File: config.mk
export PLATFORM = sky130hd
export DESIGN_NAME = seven_segment_scanner_flat
export DESIGN_NICKNAME = d
export VERILOG_FILES = /design/src/rtl/seven_segment_scanner_if.sv /design/src/rtl/seven_segment_scanner.sv /design/src/flat_wrapper.sv
export SDC_FILE = /design/constraint.sdc
export NUM_CORES = 1
export LEC_CHECK = 0
export CAP_MARGIN = 15
export CORE_MARGIN = 8
export CORE_UTILIZATION = 50
export DETAILED_ROUTE_END_ITERATION = 6
export PLACE_DENSITY = 0.74
export SKIP_CTS_REPAIR_TIMING = 1
export SLEW_MARGIN = 40
export SYNTH_ARGS = -nofsm -noshare
export SYNTH_HDL_FRONTEND = slang
export SYNTH_SLANG_ARGS = --single-unit
File: constraint.sdc
create_clock -name clk -period 2.6 [get_ports clk]
set_input_delay 0.65 -clock clk [delete_from_list [all_inputs] [get_ports clk]]
set_output_delay 0.65 -clock clk [all_outputs]
set_load 0.02 [all_outputs]
File: src/rtl/seven_segment_scanner_if.sv
// Display-side bundle for seven_segment_scanner: control/value inputs
// from the producer and the registered segment/anode pins back out.
interface seven_segment_scanner_if #(
  parameter int DIGITS = 4
);
  logic                  start;
  logic                  off;
  logic                  load;
  logic [4*DIGITS-1:0]   value;
  logic                  err;
  logic [6:0]            seg;
  logic [DIGITS-1:0]     anode;

  // Producer side: drives value/controls, observes the pins
  modport master (
    output start, off, load, value, err,
    input  seg, anode
  );

  // Scanner side: consumes value/controls, drives the pins
  modport slave (
    input  start, off, load, value, err,
    output seg, anode
  );
endinterface

File: src/rtl/seven_segment_scanner.sv
// Time-multiplexed common-anode seven-segment scanner.
// Shadows a packed hex value + error flag on load, then drives one digit
// per DWELL-cycle period; the first cycle of every period is a dead slot
// with all anodes off to avoid ghosting. Seg/anode are registered.
// Optional feature: define LZ_BLANK_EN for leading-zero suppression.
module seven_segment_scanner #(
  parameter int DIGITS = 4,
  parameter int DWELL  = 50000
) (
  input  logic                  clk,
  input  logic                  srst,
  seven_segment_scanner_if.slave bus
);

  localparam int CNT_W = (DWELL > 2) ? $clog2(DWELL) : 1;
  localparam int IDX_W = (DIGITS > 1) ? $clog2(DIGITS) : 1;
  localparam logic [CNT_W-1:0] CNT_MAX = CNT_W'(DWELL - 1);
  localparam logic [IDX_W-1:0] IDX_MAX = IDX_W'(DIGITS - 1);
  localparam logic [6:0] SEG_BLANK = 7'h7F;
  localparam logic [6:0] SEG_DASH  = 7'h7E;

  logic [CNT_W-1:0]    cnt_reg, cnt_next;
  logic [IDX_W-1:0]    idx_reg, idx_next;
  logic [4*DIGITS-1:0] shadow_val_reg, shadow_val_next;
  logic                shadow_err_reg, shadow_err_next;
  logic [6:0]          seg_reg, seg_next;
  logic [DIGITS-1:0]   anode_reg, anode_next;

  logic [3:0]          nibbles [DIGITS];
  logic [3:0]          cur_nibble;
  logic                blank;
  logic                wrap;
  logic                lz_blank;

  // Split the shadow value into per-digit nibbles for indexed selection
  generate
    for (genvar gi = 0; gi < DIGITS; gi++) begin : g_nibble
      assign nibbles[gi] = shadow_val_reg[4*gi +: 4];
    end
  endgenerate

`ifdef LZ_BLANK_EN
  // zero_from[k] is set when nibbles k..DIGITS-1 are all zero
  logic [DIGITS-1:0] zero_from;
  generate
    for (genvar gi = 0; gi < DIGITS; gi++) begin : g_zero
      assign zero_from[gi] = (shadow_val_reg[4*DIGITS-1:4*gi] == '0);
    end
  endgenerate
  // Digit 0 is never suppressed so a zero value still shows "0"
  assign lz_blank = zero_from[idx_reg] && (idx_reg != '0);
`else
  assign lz_blank = 1'b0;
`endif

  assign cur_nibble = nibbles[idx_reg];
  assign blank      = bus.off | ~bus.start;
  assign wrap       = (cnt_reg == CNT_MAX);

  // Active-low abcdefg decode of one hex nibble
  function automatic logic [6:0] hex_decode(input logic [3:0] nib);
    logic [6:0] s;
    case (nib)
      4'h0: s = 7'h01;
      4'h1: s = 7'h4F;
      4'h2: s = 7'h12;
      4'h3: s = 7'h06;
      4'h4: s = 7'h4C;
      4'h5: s = 7'h24;
      4'h6: s = 7'h20;
      4'h7: s = 7'h0F;
      4'h8: s = 7'h00;
      4'h9: s = 7'h04;
      4'hA: s = 7'h08;
      4'hB: s = 7'h60;
      4'hC: s = 7'h31;
      4'hD: s = 7'h42;
      4'hE: s = 7'h30;
      default: s = 7'h38;
    endcase
    return s;
  endfunction

  // Dwell counter, digit index and shadow capture
  always_comb begin
    cnt_next        = wrap ? '0 : cnt_reg + 1'b1;
    idx_next        = idx_reg;
    shadow_val_next = shadow_val_reg;
    shadow_err_next = shadow_err_reg;
    if (wrap) begin
      idx_next = (idx_reg == IDX_MAX) ? '0 : idx_reg + 1'b1;
    end
    if (bus.load) begin
      shadow_val_next = bus.value;
      shadow_err_next = bus.err;
    end
  end

  // Pin values for the next cycle: blank > dead slot > error > decode
  always_comb begin
    seg_next   = SEG_BLANK;
    anode_next = '1;
    if (!blank && (cnt_reg != '0)) begin
      anode_next = ~(DIGITS'(1) << idx_reg);
      if (shadow_err_reg) begin
        seg_next = SEG_DASH;
      end else if (lz_blank) begin
        seg_next = SEG_BLANK;
      end else begin
        seg_next = hex_decode(cur_nibble);
      end
    end
  end

  // State and output registers with synchronous reset
  always_ff @(posedge clk) begin
    if (srst) begin
      cnt_reg        <= '0;
      idx_reg        <= '0;
      shadow_val_reg <= '0;
      shadow_err_reg <= 1'b0;
      seg_reg        <= SEG_BLANK;
      anode_reg      <= '1;
    end else begin
      cnt_reg        <= cnt_next;
      idx_reg        <= idx_next;
      shadow_val_reg <= shadow_val_next;
      shadow_err_reg <= shadow_err_next;
      seg_reg        <= seg_next;
      anode_reg      <= anode_next;
    end
  end

  assign bus.seg   = seg_reg;
  assign bus.anode = anode_reg;

endmodule

File: src/flat_wrapper.sv
// flat-port wrapper written by rule: the top's interface ports become plain ports
module seven_segment_scanner_flat 
#(
  parameter int DIGITS = 4,
  parameter int DWELL  = 50000
)
  (clk, srst, bus_start, bus_off, bus_load, bus_value, bus_err, bus_seg, bus_anode);
  seven_segment_scanner_if #(.DIGITS(DIGITS)) bus_i ();
  input  logic clk;
  input  logic srst;
  input wire logic [$bits(bus_i.start)-1:0] bus_start;
  input wire logic [$bits(bus_i.off)-1:0] bus_off;
  input wire logic [$bits(bus_i.load)-1:0] bus_load;
  input wire logic [$bits(bus_i.value)-1:0] bus_value;
  input wire logic [$bits(bus_i.err)-1:0] bus_err;
  output wire logic [$bits(bus_i.seg)-1:0] bus_seg;
  output wire logic [$bits(bus_i.anode)-1:0] bus_anode;
  assign bus_i.start = bus_start;
  assign bus_i.off = bus_off;
  assign bus_i.load = bus_load;
  assign bus_i.value = bus_value;
  assign bus_i.err = bus_err;
  assign bus_seg = bus_i.seg;
  assign bus_anode = bus_i.anode;
  seven_segment_scanner #(.DIGITS(DIGITS), .DWELL(DWELL)) u_core (.clk(clk), .srst(srst), .bus(bus_i));
endmodule
# --- After elaboration in Yosys (flattened, before gate mapping) ---
# Memories as Yosys holds them, arrays and structs flattened.
# Index checks and enable logic that the tools add are counted.
word_totals:
  elab_cells: 30
  inputBits: 22
  romBits: 112
  n_memories: 1
  reg_bits: 46
classes:
  n_eq_ne: 2
  n_reduce_logical: 6
  order_cmp: 1
  bitwise_logic: 5
  n_shift: 1
  addsub: 2
  n_mux: 5
memory_table:
  columns: ["memory", "depth", "word_bits", "read_ports", "rd_ports_with_merged_regs", "write_ports", "line_no", "source"]
  rows:
  - ["(name not given)", 16, 7, 1, 0, 0, "seven_segment_scanner.sv:63", "case (nib)"]
ops:
  columns: ["cell", "n"]
  rows:
  - ["adder 16 x 1 -> 16 bit, second input constant", 1]
  - ["== test 16 bit, second input constant", 1]
  - ["nonzero test 16 bit", 1]
  - ["binary-select mux 4 bit (select 2 bit)", 1]
  - ["two-way mux 4 bit", 2]
  - ["inverter 4 bit", 1]
  - ["OR reduction 2 bit", 2]
  - ["<< shifter 1 x 2 -> 4 bit, first input constant", 1]
  - ["greater-or-equal comparator 3 bit, second input constant", 1]
  - ["inverter 2 -> 3 bit", 1]
  - ["OR reduction 3 bit", 1]
  - ["adder 2 x 1 -> 2 bit, second input constant", 1]
  - ["== test 2 bit, second input constant", 1]
  - ["two-way mux 2 bit", 1]
  - ["inverter 1 bit", 2]
  - ["logical AND 1 bit", 1]
  - ["zero test 1 bit", 1]
  - ["two-way mux 1 bit", 1]
  - ["bitwise OR 1 bit", 1]

# --- Longest topological paths before layout ---
# Gate-level depths: netlist of the first run.
logic_depth:
  depth_word: 6
  ltp_mapped: 7
  ltp_nobuf: 6

# --- Worst setup path after synthesis of the first run ---
# Ideal clock, no wire load.
synth_path:
  path_kind: "reg-to-reg"
  start: "register u_core.idx_reg[0]"
  end: "register u_core.seg_reg[2], in the netlist u_core.bus.seg[2]"
  setup_ps: 136
  t_required_ps: 2464
  arrival_ps: 1755
  stages_incl_launch_ff: 7
  n_path_buf: 1
  path_slack_ps: 709
  path_cell_list: "dfxtp_1 buf_6 mux4_2 ha_1 mux2_1 nand2_1 o311ai_1"
synth_between:
  elab_chain_cells: 5
synth_rtl:
  columns: ["item", "line_no", "source"]
  rows:
  - ["from (decl)", "seven_segment_scanner.sv:23", "logic [IDX_W-1:0] idx_reg, idx_next;"]
  - ["from (signal assigned)", "seven_segment_scanner.sv:126", "idx_reg <= idx_next;"]
  - ["inverter 2 -> 3 bit (not written as such)", "seven_segment_scanner.sv:56", "assign cur_nibble = nibbles[idx_reg];"]
  - ["binary-select mux 4 bit (select 2 bit)", "seven_segment_scanner.sv:56", null]
  - ["two-way mux 4 bit (not written as such) (2 in a row)", "seven_segment_scanner.sv:56", null]
  - ["memory (16 x 7 bit)", null, null]
  - ["to (signal assigned)", "seven_segment_scanner.sv:129", "seg_reg <= seg_next;"]
  - ["to (decl)", "seven_segment_scanner.sv:26", "logic [6:0] seg_reg, seg_next;"]
# Every way passes these cells. The select of a mux whose other input is x is not followed.
# A chain may end at the register's enable or synchronous reset.

# --- Final worst setup path of the first run ---
layout_path:
  start: "register u_core.idx_reg[1]"
  end: "register u_core.seg_reg[6], in the netlist u_core.bus.seg[6]"
# The elaborated chain is that of the path after synthesis.

==> results of run 1 <==
[kinds of logic after synthesis]
family | count (synthesis) | share of synthesized area, %
AO/OA/AOI/OAI | 23 | 7.058
XOR/XNOR | 13 | 4.940
adder cells (fa/ha/maj) | 13 | 7.058
buffers and inverters | 22 | 4.180
flip-flops | 46 | 39.96
multiplexers | 34 | 17.21
AND/OR/NAND/NOR | 87 | 19.60
[worst max-delay path, stage by stage (launching register included)]
cell,delay [ps]
dfxtp_1,760
mux4_2,430
inv_1,130
ha_1,250
nor3_1,230
o21ai_1,90
a31o_1,220
[area by class of cell]
type | instances | area, um^2
fillers | 398 | 1624
clock inverters | 2 | 12.51
flip-flops and latches | 46 | 920.9
well taps | 52 | 65.06
inverters | 13 | 48.80
multi-input cells | 170 | 1287
clock buffers | 6 | 82.58
repair buffers | 35 | 342.8
[path summary, 6_finish.rpt]
path | to | cells after the start
setup / recovery | u_core.bus.seg[6] | 6
hold / removal | u_core.cnt_reg[0] | 1
setup reg to reg | u_core.bus.seg[6] | 6
hold reg to reg | u_core.cnt_reg[0] | 1
[metrics by stage]
step	total power, mW	area [um^2]	utilization [%]
floorplan	0.8564	2305	-
global placement	0.9187	2665	60.79
detailed placement	0.9225	2665	60.79
CTS	1.372	2760	62.96
global route	1.427	2760	62.96
finish	1.356	2760	62.96
[power by group through the flow]
stage          logic [mW]  registers [mW]  clock network (mW)
2_1_floorplan      0.0943           0.762                   0
3_3_place_gp        0.158           0.761                   0
6_report            0.161           0.746               0.449
3_5_place_dp        0.160           0.762                   0
5_1_grt             0.177           0.750               0.501
4_1_cts             0.162           0.746               0.464
[placed cells by master (no fill, tap or decap), types with 2 or more instances in the layout]
master | netlist | final
nor2_1 | 36 | 36
nand3_2 | 2 | 2
nand2_1 | 12 | 12
o21ai_1 | 5 | 5
xnor2_1 | 12 | 12
mux2_2 | 4 | 4
and3_1 | 3 | 3
inv_1 | 12 | 12
o311ai_1 | 3 | 3
mux2i_1 | 25 | 25
a211oi_1 | 2 | 2
mux4_2 | 4 | 4
nor3_1 | 10 | 10
nor4_1 | 4 | 4
clkdlybuf4s50_1 | 0 | 32
nor4b_1 | 2 | 2
buf_4 | 0 | 3
dfxtp_1 | 46 | 46
a21oi_1 | 4 | 4
nand3_1 | 6 | 6
clkbuf_8 | 0 | 6
nand4_1 | 4 | 4
ha_1 | 13 | 13
[cell usage after synthesis (5+ instances only)]
master   instances  area share (%)
mux2i_1         25              11
nor3_1          10             2.2
dfxtp_1         46              40
ha_1            13             7.1
nand2_1         12             2.0
nand3_1          6             1.3
buf_2            5             1.1
xnor2_1         12             4.6
inv_1           12             2.0
nor2_1          36             5.9
o21ai_1          5             1.1
[layer usage]
| layer | wire length (um) | global-route usage (%) | vias up |
|---|---|---|---|
| met1 | 2303 | 17.55 | 821 |
| met2 | 2011 | 19.86 | 35 |
| met3 | 238 | 5.273 | 5 |
| li1 | - | - | 904 |
| met5 | 0 | 0 | - |
| met4 | 38 | 4.710 | 0 |
==> metrics.txt, run 1 <==
vias in the first global route 1667; Slew @ Worst Pin 674.4 ps; Ant. Diodes 0; clk_lat worst skew 300 ps; CP Capture Type register; clock network fraction of total power 33.1%; predominant post-synthesis flop cell dfxtp_1; Max-slew headroom 54.98%; total placed cells including tap cells 316; Mapped Cells 238; fmax 0.4499 GHz; GPL Wtd Cong 0.8107; Root Buffer Master clkbuf_8; crit share post-route 85.48%; grt ovf 0; Post-Syn Area 2305 um^2; status complete, no violations; # clock sinks 46; Mean Syn Cell Area 9.684 um^2; initial core utilization 52.57%; nets 306; Critical Path Fanout Max 16; Worst Hold Slack 488.3 ps; core area 4384 um^2; DRT Pass-1 Iters 4; Worst-path clk slew 80 ps; maximum vdd drop 0.3068 mV; WL final 4591 um; via count 1765; Detail Route Antenna Nets 0; crit path from u_core.idx_reg[1]; port bufs 32; num ports 33; Via-to-Cell Ratio 5.448; CTS H-tree depth 2; Num CTS Buffers 5; clock skew 6.573 ps; worst slack at placement 395.1 ps; Yosys warning count 0; initial antenna violation count 0; first-pass GRT wire length 7962 um; Critical Path Source Type register; Synth Register Bits 46; max_cap viols 0; Area Overhead vs Synth 19.76%; P_int 1.026 mW; Leakage 1.037 nW; Hold Startpoint u_core.cnt_reg[0]; share of the yosys chip area belonging to registers 39.96%; RSZ-0062 raised after global routing no; Die Y-Extent 83.89 um; 1st-iter DRT viols 94; Hold Crit Class reg -> reg; layout cell share with drive strength beyond 1 9.926%; post-layout min period 2223 ps; EDFF count, synth 0; Sw Share 24.28%; register share of total power 55.0%; final setup fails 0; DR DRC count 0; CTS tree yes; Worst Slack Setup Final 377.5 ps; GRT Overall Usage 13.58%; synth unique cells 44; die width 83.89 um; Die ar. 7038 um^2; WL/cell 14.17 um; syn nets 273; reg2reg setup slack 380 ps; DP HPWL 3421 um; async set-reset flop share out of synthesis 0%; Slew Viols, Final 0; deepest clock path buffer count 2; largest net degree at the start of global routing 22; FP Rows 24; critical path data required time 2790 ps; WS Path Type reg -> reg; Power per Cell Area 491.1 nW/um^2; Final TNS setup 0 ps; Layout Cells excl Fill 324; combinational fraction of design power 11.9%; Switch Pwr 0.3292 mW; Reg2Reg Launch Point u_core.idx_reg[1]; Final Hold Viols 0; arrival time worst endpoint 2410 ps
No activity file was read; power rests on OpenSTA's default activity.
==> run 2, diff against run 1 <==
--- a/config.mk
+++ b/config.mk
@@ -10,6 +10,7 @@
 export CORE_UTILIZATION = 50
 export DETAILED_ROUTE_END_ITERATION = 6
 export PLACE_DENSITY = 0.74
+export SETUP_SLACK_MARGIN = 0.02
 export SKIP_CTS_REPAIR_TIMING = 1
 export SLEW_MARGIN = 40
 export SYNTH_ARGS = -nofsm -noshare
==> results of run 2 <==
Same layout as run 1: the final DEF is identical, and so are final timing and power.
